## src/rtl/iter_divider_pkg.sv

```systemverilog
// iter_divider_pkg
//   Shared definitions for the iterative divider slice:
//   - DIV_WIDTH       default operand width
//   - ALUOP_DIV/DIVU  ALU operation encodings; decode maps DIV -> start with
//                     is_signed=1 and DIVU -> start with is_signed=0
//   - div_state_e     divider FSM state encoding (IDLE, PREP, ITER, FIX)
package iter_divider_pkg;

    localparam int unsigned DIV_WIDTH = 32;

    localparam logic [5:0] ALUOP_DIV  = 6'h1A;
    localparam logic [5:0] ALUOP_DIVU = 6'h1B;

    typedef enum logic [1:0] {
        ST_IDLE = 2'd0,
        ST_PREP = 2'd1,
        ST_ITER = 2'd2,
        ST_FIX  = 2'd3
    } div_state_e;

    function automatic logic aluop_is_div(input logic [5:0] op);
        return (op == ALUOP_DIV) || (op == ALUOP_DIVU);
    endfunction

    function automatic logic aluop_div_signed(input logic [5:0] op);
        return op == ALUOP_DIV;
    endfunction

endpackage

```

## src/rtl/iter_divider_if.sv

```systemverilog
// iter_divider_if
//   Request/response bundle between the execute stage and the divider.
//   master (pipeline): drives start, is_signed, A, B; receives busy, done,
//                      divzero, result
//   slave  (divider) : the reverse
interface iter_divider_if
    import iter_divider_pkg::*;
#(
    parameter int unsigned WIDTH = DIV_WIDTH
);
    logic                 start;
    logic                 is_signed;
    logic [WIDTH-1:0]     A;
    logic [WIDTH-1:0]     B;
    logic                 busy;
    logic                 done;
    logic                 divzero;
    logic [2*WIDTH-1:0]   result;

    modport master (
        output start, is_signed, A, B,
        input  busy, done, divzero, result
    );

    modport slave (
        input  start, is_signed, A, B,
        output busy, done, divzero, result
    );
endinterface

```

## src/rtl/iter_divider_div_step.sv

```systemverilog
// div_step
//   One restoring division iteration (combinational).
//   rem      : partial remainder (always < divisor)
//   quo      : dividend bits still to shift in / quotient bits built so far
//   divisor  : divisor magnitude
//   rem_nxt  : partial remainder after this iteration
//   quo_nxt  : quotient register after this iteration
module div_step
    import iter_divider_pkg::*;
#(
    parameter int unsigned WIDTH = DIV_WIDTH
) (
    input  logic [WIDTH-1:0] rem,
    input  logic [WIDTH-1:0] quo,
    input  logic [WIDTH-1:0] divisor,
    output logic [WIDTH-1:0] rem_nxt,
    output logic [WIDTH-1:0] quo_nxt
);
    logic [WIDTH:0] shifted;
    logic [WIDTH:0] trial;

    // The shifted remainder can reach 2*divisor-1, so the trial subtract
    // needs one extra bit to stay correct for full-range unsigned divisors.
    always_comb begin
        shifted = {rem, quo[WIDTH-1]};
        trial   = shifted - {1'b0, divisor};
        if (!trial[WIDTH]) begin
            rem_nxt = trial[WIDTH-1:0];
            quo_nxt = {quo[WIDTH-2:0], 1'b1};
        end else begin
            rem_nxt = shifted[WIDTH-1:0];
            quo_nxt = {quo[WIDTH-2:0], 1'b0};
        end
    end
endmodule

```

## src/rtl/iter_divider.sv

```systemverilog
// iter_divider
//   Multi-cycle signed/unsigned restoring divider, one iteration per clock.
//   clk    : clock, rising edge
//   rst_n  : synchronous active-low reset; discards any in-flight division
//   bus    : iter_divider_if.slave
//            start/is_signed/A/B sampled only while idle;
//            busy high PREP..FIX; done one-cycle pulse in the first idle
//            cycle after FIX; result = {quotient, remainder}, held until the
//            next FIX; divzero valid with done
//   Build option DIV_ZERO_DETECT_EN: a zero divisor skips the iterations and
//   flags divzero. Without it divzero is tied low and B==0 runs full length.
module iter_divider
    import iter_divider_pkg::*;
#(
    parameter int unsigned WIDTH = DIV_WIDTH
) (
    input  logic           clk,
    input  logic           rst_n,
    iter_divider_if.slave  bus
);
    localparam int unsigned     CW        = (WIDTH > 1) ? $clog2(WIDTH) : 1;
    localparam logic [CW-1:0]   LAST_ITER = CW'(WIDTH - 1);

    div_state_e             state_q, state_d;
    logic [WIDTH-1:0]       a_q, a_d;
    logic [WIDTH-1:0]       b_q, b_d;
    logic                   signed_q, signed_d;
    logic                   neg_quo_q, neg_quo_d;
    logic                   neg_rem_q, neg_rem_d;
    logic [WIDTH-1:0]       rem_q, rem_d;
    logic [WIDTH-1:0]       quo_q, quo_d;
    logic [CW-1:0]          cnt_q, cnt_d;
    logic [2*WIDTH-1:0]     result_q, result_d;
    logic                   done_q, done_d;
`ifdef DIV_ZERO_DETECT_EN
    logic                   divzero_q, divzero_d;
`endif

    logic [WIDTH-1:0]       rem_nxt;
    logic [WIDTH-1:0]       quo_nxt;

    div_step #(.WIDTH(WIDTH)) u_step (
        .rem     (rem_q),
        .quo     (quo_q),
        .divisor (b_q),
        .rem_nxt (rem_nxt),
        .quo_nxt (quo_nxt)
    );

    always_comb begin
        state_d   = state_q;
        a_d       = a_q;
        b_d       = b_q;
        signed_d  = signed_q;
        neg_quo_d = neg_quo_q;
        neg_rem_d = neg_rem_q;
        rem_d     = rem_q;
        quo_d     = quo_q;
        cnt_d     = cnt_q;
        result_d  = result_q;
        done_d    = 1'b0;
`ifdef DIV_ZERO_DETECT_EN
        divzero_d = divzero_q;
`endif

        unique case (state_q)
            ST_IDLE: begin
                if (bus.start) begin
                    a_d      = bus.A;
                    b_d      = bus.B;
                    signed_d = bus.is_signed;
                    state_d  = ST_PREP;
`ifdef DIV_ZERO_DETECT_EN
                    divzero_d = 1'b0;
`endif
                end
            end

            ST_PREP: begin
                // a_q is kept raw for the divide-by-zero result; the
                // magnitude of A starts life in the quotient register and
                // b_q is overwritten with |B|.
                quo_d     = (signed_q && a_q[WIDTH-1]) ? -a_q : a_q;
                b_d       = (signed_q && b_q[WIDTH-1]) ? -b_q : b_q;
                neg_quo_d = signed_q & (a_q[WIDTH-1] ^ b_q[WIDTH-1]);
                neg_rem_d = signed_q & a_q[WIDTH-1];
                rem_d     = '0;
                cnt_d     = '0;
                state_d   = ST_ITER;
`ifdef DIV_ZERO_DETECT_EN
                if (b_q == '0) begin
                    state_d = ST_FIX;
                end
`endif
            end

            ST_ITER: begin
                rem_d = rem_nxt;
                quo_d = quo_nxt;
                cnt_d = cnt_q + CW'(1);
                if (cnt_q == LAST_ITER) begin
                    state_d = ST_FIX;
                end
            end

            ST_FIX: begin
                result_d = {neg_quo_q ? -quo_q : quo_q,
                            neg_rem_q ? -rem_q : rem_q};
                done_d   = 1'b1;
                state_d  = ST_IDLE;
`ifdef DIV_ZERO_DETECT_EN
                if (b_q == '0) begin
                    result_d  = {{WIDTH{1'b1}}, a_q};
                    divzero_d = 1'b1;
                end
`endif
            end

            default: state_d = ST_IDLE;
        endcase
    end

    always_ff @(posedge clk) begin
        if (!rst_n) begin
            state_q   <= ST_IDLE;
            a_q       <= '0;
            b_q       <= '0;
            signed_q  <= 1'b0;
            neg_quo_q <= 1'b0;
            neg_rem_q <= 1'b0;
            rem_q     <= '0;
            quo_q     <= '0;
            cnt_q     <= '0;
            result_q  <= '0;
            done_q    <= 1'b0;
`ifdef DIV_ZERO_DETECT_EN
            divzero_q <= 1'b0;
`endif
        end else begin
            state_q   <= state_d;
            a_q       <= a_d;
            b_q       <= b_d;
            signed_q  <= signed_d;
            neg_quo_q <= neg_quo_d;
            neg_rem_q <= neg_rem_d;
            rem_q     <= rem_d;
            quo_q     <= quo_d;
            cnt_q     <= cnt_d;
            result_q  <= result_d;
            done_q    <= done_d;
`ifdef DIV_ZERO_DETECT_EN
            divzero_q <= divzero_d;
`endif
        end
    end

    assign bus.busy   = (state_q != ST_IDLE);
    assign bus.done   = done_q;
    assign bus.result = result_q;
`ifdef DIV_ZERO_DETECT_EN
    assign bus.divzero = divzero_q;
`else
    assign bus.divzero = 1'b0;
`endif

endmodule

```

## src/flat_wrapper.sv

```systemverilog
// flat-port wrapper written by rule: the top's interface ports become plain ports
module iter_divider_flat import iter_divider_pkg::*;
#(
    parameter int unsigned WIDTH = DIV_WIDTH
)
  (clk, rst_n, bus_start, bus_is_signed, bus_A, bus_B, bus_busy, bus_done, bus_divzero, bus_result);
  iter_divider_if #(.WIDTH(WIDTH)) bus_i ();
  input  logic clk;
  input  logic rst_n;
  input wire logic [$bits(bus_i.start)-1:0] bus_start;
  input wire logic [$bits(bus_i.is_signed)-1:0] bus_is_signed;
  input wire logic [$bits(bus_i.A)-1:0] bus_A;
  input wire logic [$bits(bus_i.B)-1:0] bus_B;
  output wire logic [$bits(bus_i.busy)-1:0] bus_busy;
  output wire logic [$bits(bus_i.done)-1:0] bus_done;
  output wire logic [$bits(bus_i.divzero)-1:0] bus_divzero;
  output wire logic [$bits(bus_i.result)-1:0] bus_result;
  assign bus_i.start = bus_start;
  assign bus_i.is_signed = bus_is_signed;
  assign bus_i.A = bus_A;
  assign bus_i.B = bus_B;
  assign bus_busy = bus_i.busy;
  assign bus_done = bus_i.done;
  assign bus_divzero = bus_i.divzero;
  assign bus_result = bus_i.result;
  iter_divider #(.WIDTH(WIDTH)) u_core (.clk(clk), .rst_n(rst_n), .bus(bus_i));
endmodule
```

## config.mk

```make
export PLATFORM = sky130hd
export DESIGN_NAME = iter_divider_flat
export DESIGN_NICKNAME = d
export VERILOG_FILES = /design/src/rtl/iter_divider_pkg.sv /design/src/rtl/iter_divider_if.sv /design/src/rtl/iter_divider_div_step.sv /design/src/rtl/iter_divider.sv /design/src/flat_wrapper.sv
export SDC_FILE = /design/constraint.sdc
export NUM_CORES = 1
export LEC_CHECK = 0
export CAP_MARGIN = 10
export CORE_MARGIN = 2
export CORE_UTILIZATION = 58
export DETAILED_ROUTE_END_ITERATION = 10
export PLACE_DENSITY_LB_ADDON = 0.2
export REMOVE_ABC_BUFFERS = 1
export SLEW_MARGIN = 5
export SYNTH_ARGS = -nofsm -noshare
export SYNTH_HDL_FRONTEND = slang
export SYNTH_SLANG_ARGS = --single-unit
```

## constraint.sdc

```tcl
create_clock -name clk -period 3.8 [get_ports clk]
set_input_delay 0.76 -clock clk [delete_from_list [all_inputs] [get_ports clk]]
set_output_delay 0.76 -clock clk [all_outputs]
set_load 0.01 [all_outputs]
```

==> results.cfg <==
[finish]
mostFrequentLayoutCell = nand2_1
fin_cells = 1916
final_cell_mix = nand2_1 (253), dfxtp_1 (203), clkdlybuf4s50_1 (132), o21ai_0 (113), a21oi_1 (79)
synthToLayoutAreaGrowth_pct = 17.6
nets = 1738
n_antenna_cell = 0
utilization_pct = 70.0
final_layout_size_suffix_gt1_share_pct = 5.97

[clocking]
cts_tree = built
cts.sinks = 203
hold_buffers = 0
htreeDepth = 1
numCtsBuffers = 23
post_cts_buffers = 0
clk_root_buffer_cell = clkbuf_16
cts_buffer_depth = 3
clk_pin_slew_ns = 0.06
cts-resized-gates = 0
clock_latency_ns = 0.53

[routing]
drc = 0
finalWirelength_um = 31500
ant_nets = 0
dr.pass1.iters = 5
drt-vias-per-instance = 5.86
drt-initial-drc-count = 540
wl_per_cell_um = 16.4
num_vias = 11200

[power_and_ir_drop]
power_density_nw_per_um2 = 658
power_mw = 9.73
vdd_drop_max_uv = 359
leakage_nw = 6.01

[sta]
relSlewSlack_pct = 29.8
max_freq_mhz = 305
fin_crit_ns = 3.28
worstMarginPinSlew_ns = 1.05
slew_violations = 0
hold_slack_ns = 0.459
setup_viol_count_final = 0
hold_viol_final = 0
period_share_pct = 86.2
worst_clock_skew_ns = 0.0226
rsz0062_at_grt = no
tns_ns = 0

[place]
portBuffers = 133
gp_congestion = 0.924
dp.cells = 1875
dp_hpwl_um = 22300

[grt]
grt_max_degree = 126
grt_pass1_wl_um = 52000
grt_overflow = 0
antenna_found_initial = 0
grt_pass1_vias = 10900
track_usage_pct = 27.8

[logic_synthesis]
ys_ff_latch = 203
ys_async_sr_fraction_pct = 0
ys.flop_type = dfxtp_1
synthCells = 1550
ys_seq_area_share_pct = 32.3
synthesis.area_um2 = 12600
ys_types = 79
synth_edf_count = 0
yosysWarnings = 0
synth.avg_cell_area_um2 = 8.12

[setup_path]
end_kind = register
worstPathRequired_ns = 4.19
cp_max_fo = 10
regToRegSetupSlack_ns = 0.52
path_class = register to register
worstSetupStartpointType = register
arrival_ns = 3.67

[floorplan]
num_rows = 53
design.die.area_um2 = 22900
die_w_um = 151
start_util_pct = 59.5
ioPinCount = 135
die_h_um = 151
core_region_area_um2 = 21200

[hold_path]
hold_class = register to register

[outcome]
status = completed

[flow_run]
cap_viol_max_count = 0
critical path, stage by stage (launching register included):
cell       delay (ns)
dfxtp_1          0.46
inv_1            0.08
ha_1             0.41
o21ai_0          0.12
o21bai_1         0.23
o2111ai_1        0.17
a2111oi_0        0.41
a21oi_1          0.17
a21oi_1          0.33
xor2_4           0.22
buf_4            0.25
mux2i_1          0.20
o21ai_0          0.08
synthesized netlist by cell type (12+ instances only):
cell type	count	area, um^2
nand2_1	253	950
dfxtp_1	203	4060
o21ai_0	113	566
clkbuf_1	80	300
a21oi_1	79	395
xor2_1	78	683
mux2i_1	67	671
nor2_1	53	199
inv_1	51	191
o211a_1	51	510
nor2b_1	49	307
a21boi_0	48	360
ha_1	43	538
xnor2_1	36	315
nor3_1	28	140
o31ai_1	24	180
nand3_1	23	115
o211ai_1	17	128
a21o_1	16	120
o41ai_1	14	123
nand2b_1	13	81.3
and3_1	12	75.1
buf_1	12	45.0
final timing paths:
| path | startpoint | endpoint | cells past startpoint |
|---|---|---|---|
| hold reg to reg | u_core.bus.result[59] | u_core.bus.result[59] | 2 |
| hold / removal | u_core.bus.result[59] | u_core.bus.result[59] | 2 |
| setup / recovery | u_core.b_q[15] | u_core.rem_q[4] | 12 |
| setup reg to reg | u_core.b_q[15] | u_core.rem_q[4] | 12 |
cells by family after synthesis:
group                    share of synthesized area, %
flip-flops                                       32.3
multiplexers                                     5.63
XOR/XNOR                                         7.94
other                                          0.0298
adder cells (fa/ha/maj)                          4.44
AO/OA/AOI/OAI                                    24.2
buffers and inverters                            5.11
AND/OR/NAND/NOR                                  20.4
through the flow:
stage / setup slack [ns] / instance area (um^2)
final: 0.523 / 14800
after global routing: 0.0690 / 14800
after CTS: 0.262 / 14800
after detailed placement: 0.279 / 14000
after global placement: 0.393 / 14000
after floorplan: -0.899 / 12100
power by group:
group	leakage (nW)	total [mW]	switching, mW	internal [mW]
combinational	3.99	4.57	2.68	1.89
clock	0.367	2.20	0.898	1.31
sequential	1.65	2.96	0.438	2.52
sequential cells by signal (all words and copies together) (netlist names):
signal and flops:
u_core.quo_q 32, u_core.rem_q 32, u_core.neg_rem_q 1, u_core.cnt_q 5
u_core.a_q 32, u_core.bus.result 64, u_core.b_q 32, u_core.signed_q 1
u_core.state_q 2, u_core.bus.done 1, u_core.neg_quo_q 1
layer usage:
| layer | global-route usage, % | wire [um] | vias to the layer above |
|---|---|---|---|
| met5 | 0 | 0 | - |
| met4 | 11.4 | 1270 | 0 |
| met3 | 3.80 | 1420 | 81 |
| met2 | 48.8 | 15100 | 273 |
| met1 | 34.3 | 13600 | 5214 |
| li1 | - | - | 5655 |
area by class of cell:
cell class              count  area [um^2]
multi-input cells        1190         7920
fillers                  1745         6360
flip-flops and latches    203         4060
repair buffers            157         1530
clock buffers              36          684
well taps                 275          344
inverters                  51          191
clock inverters             4         60.1
No activity file was read; power rests on OpenSTA's default activity.
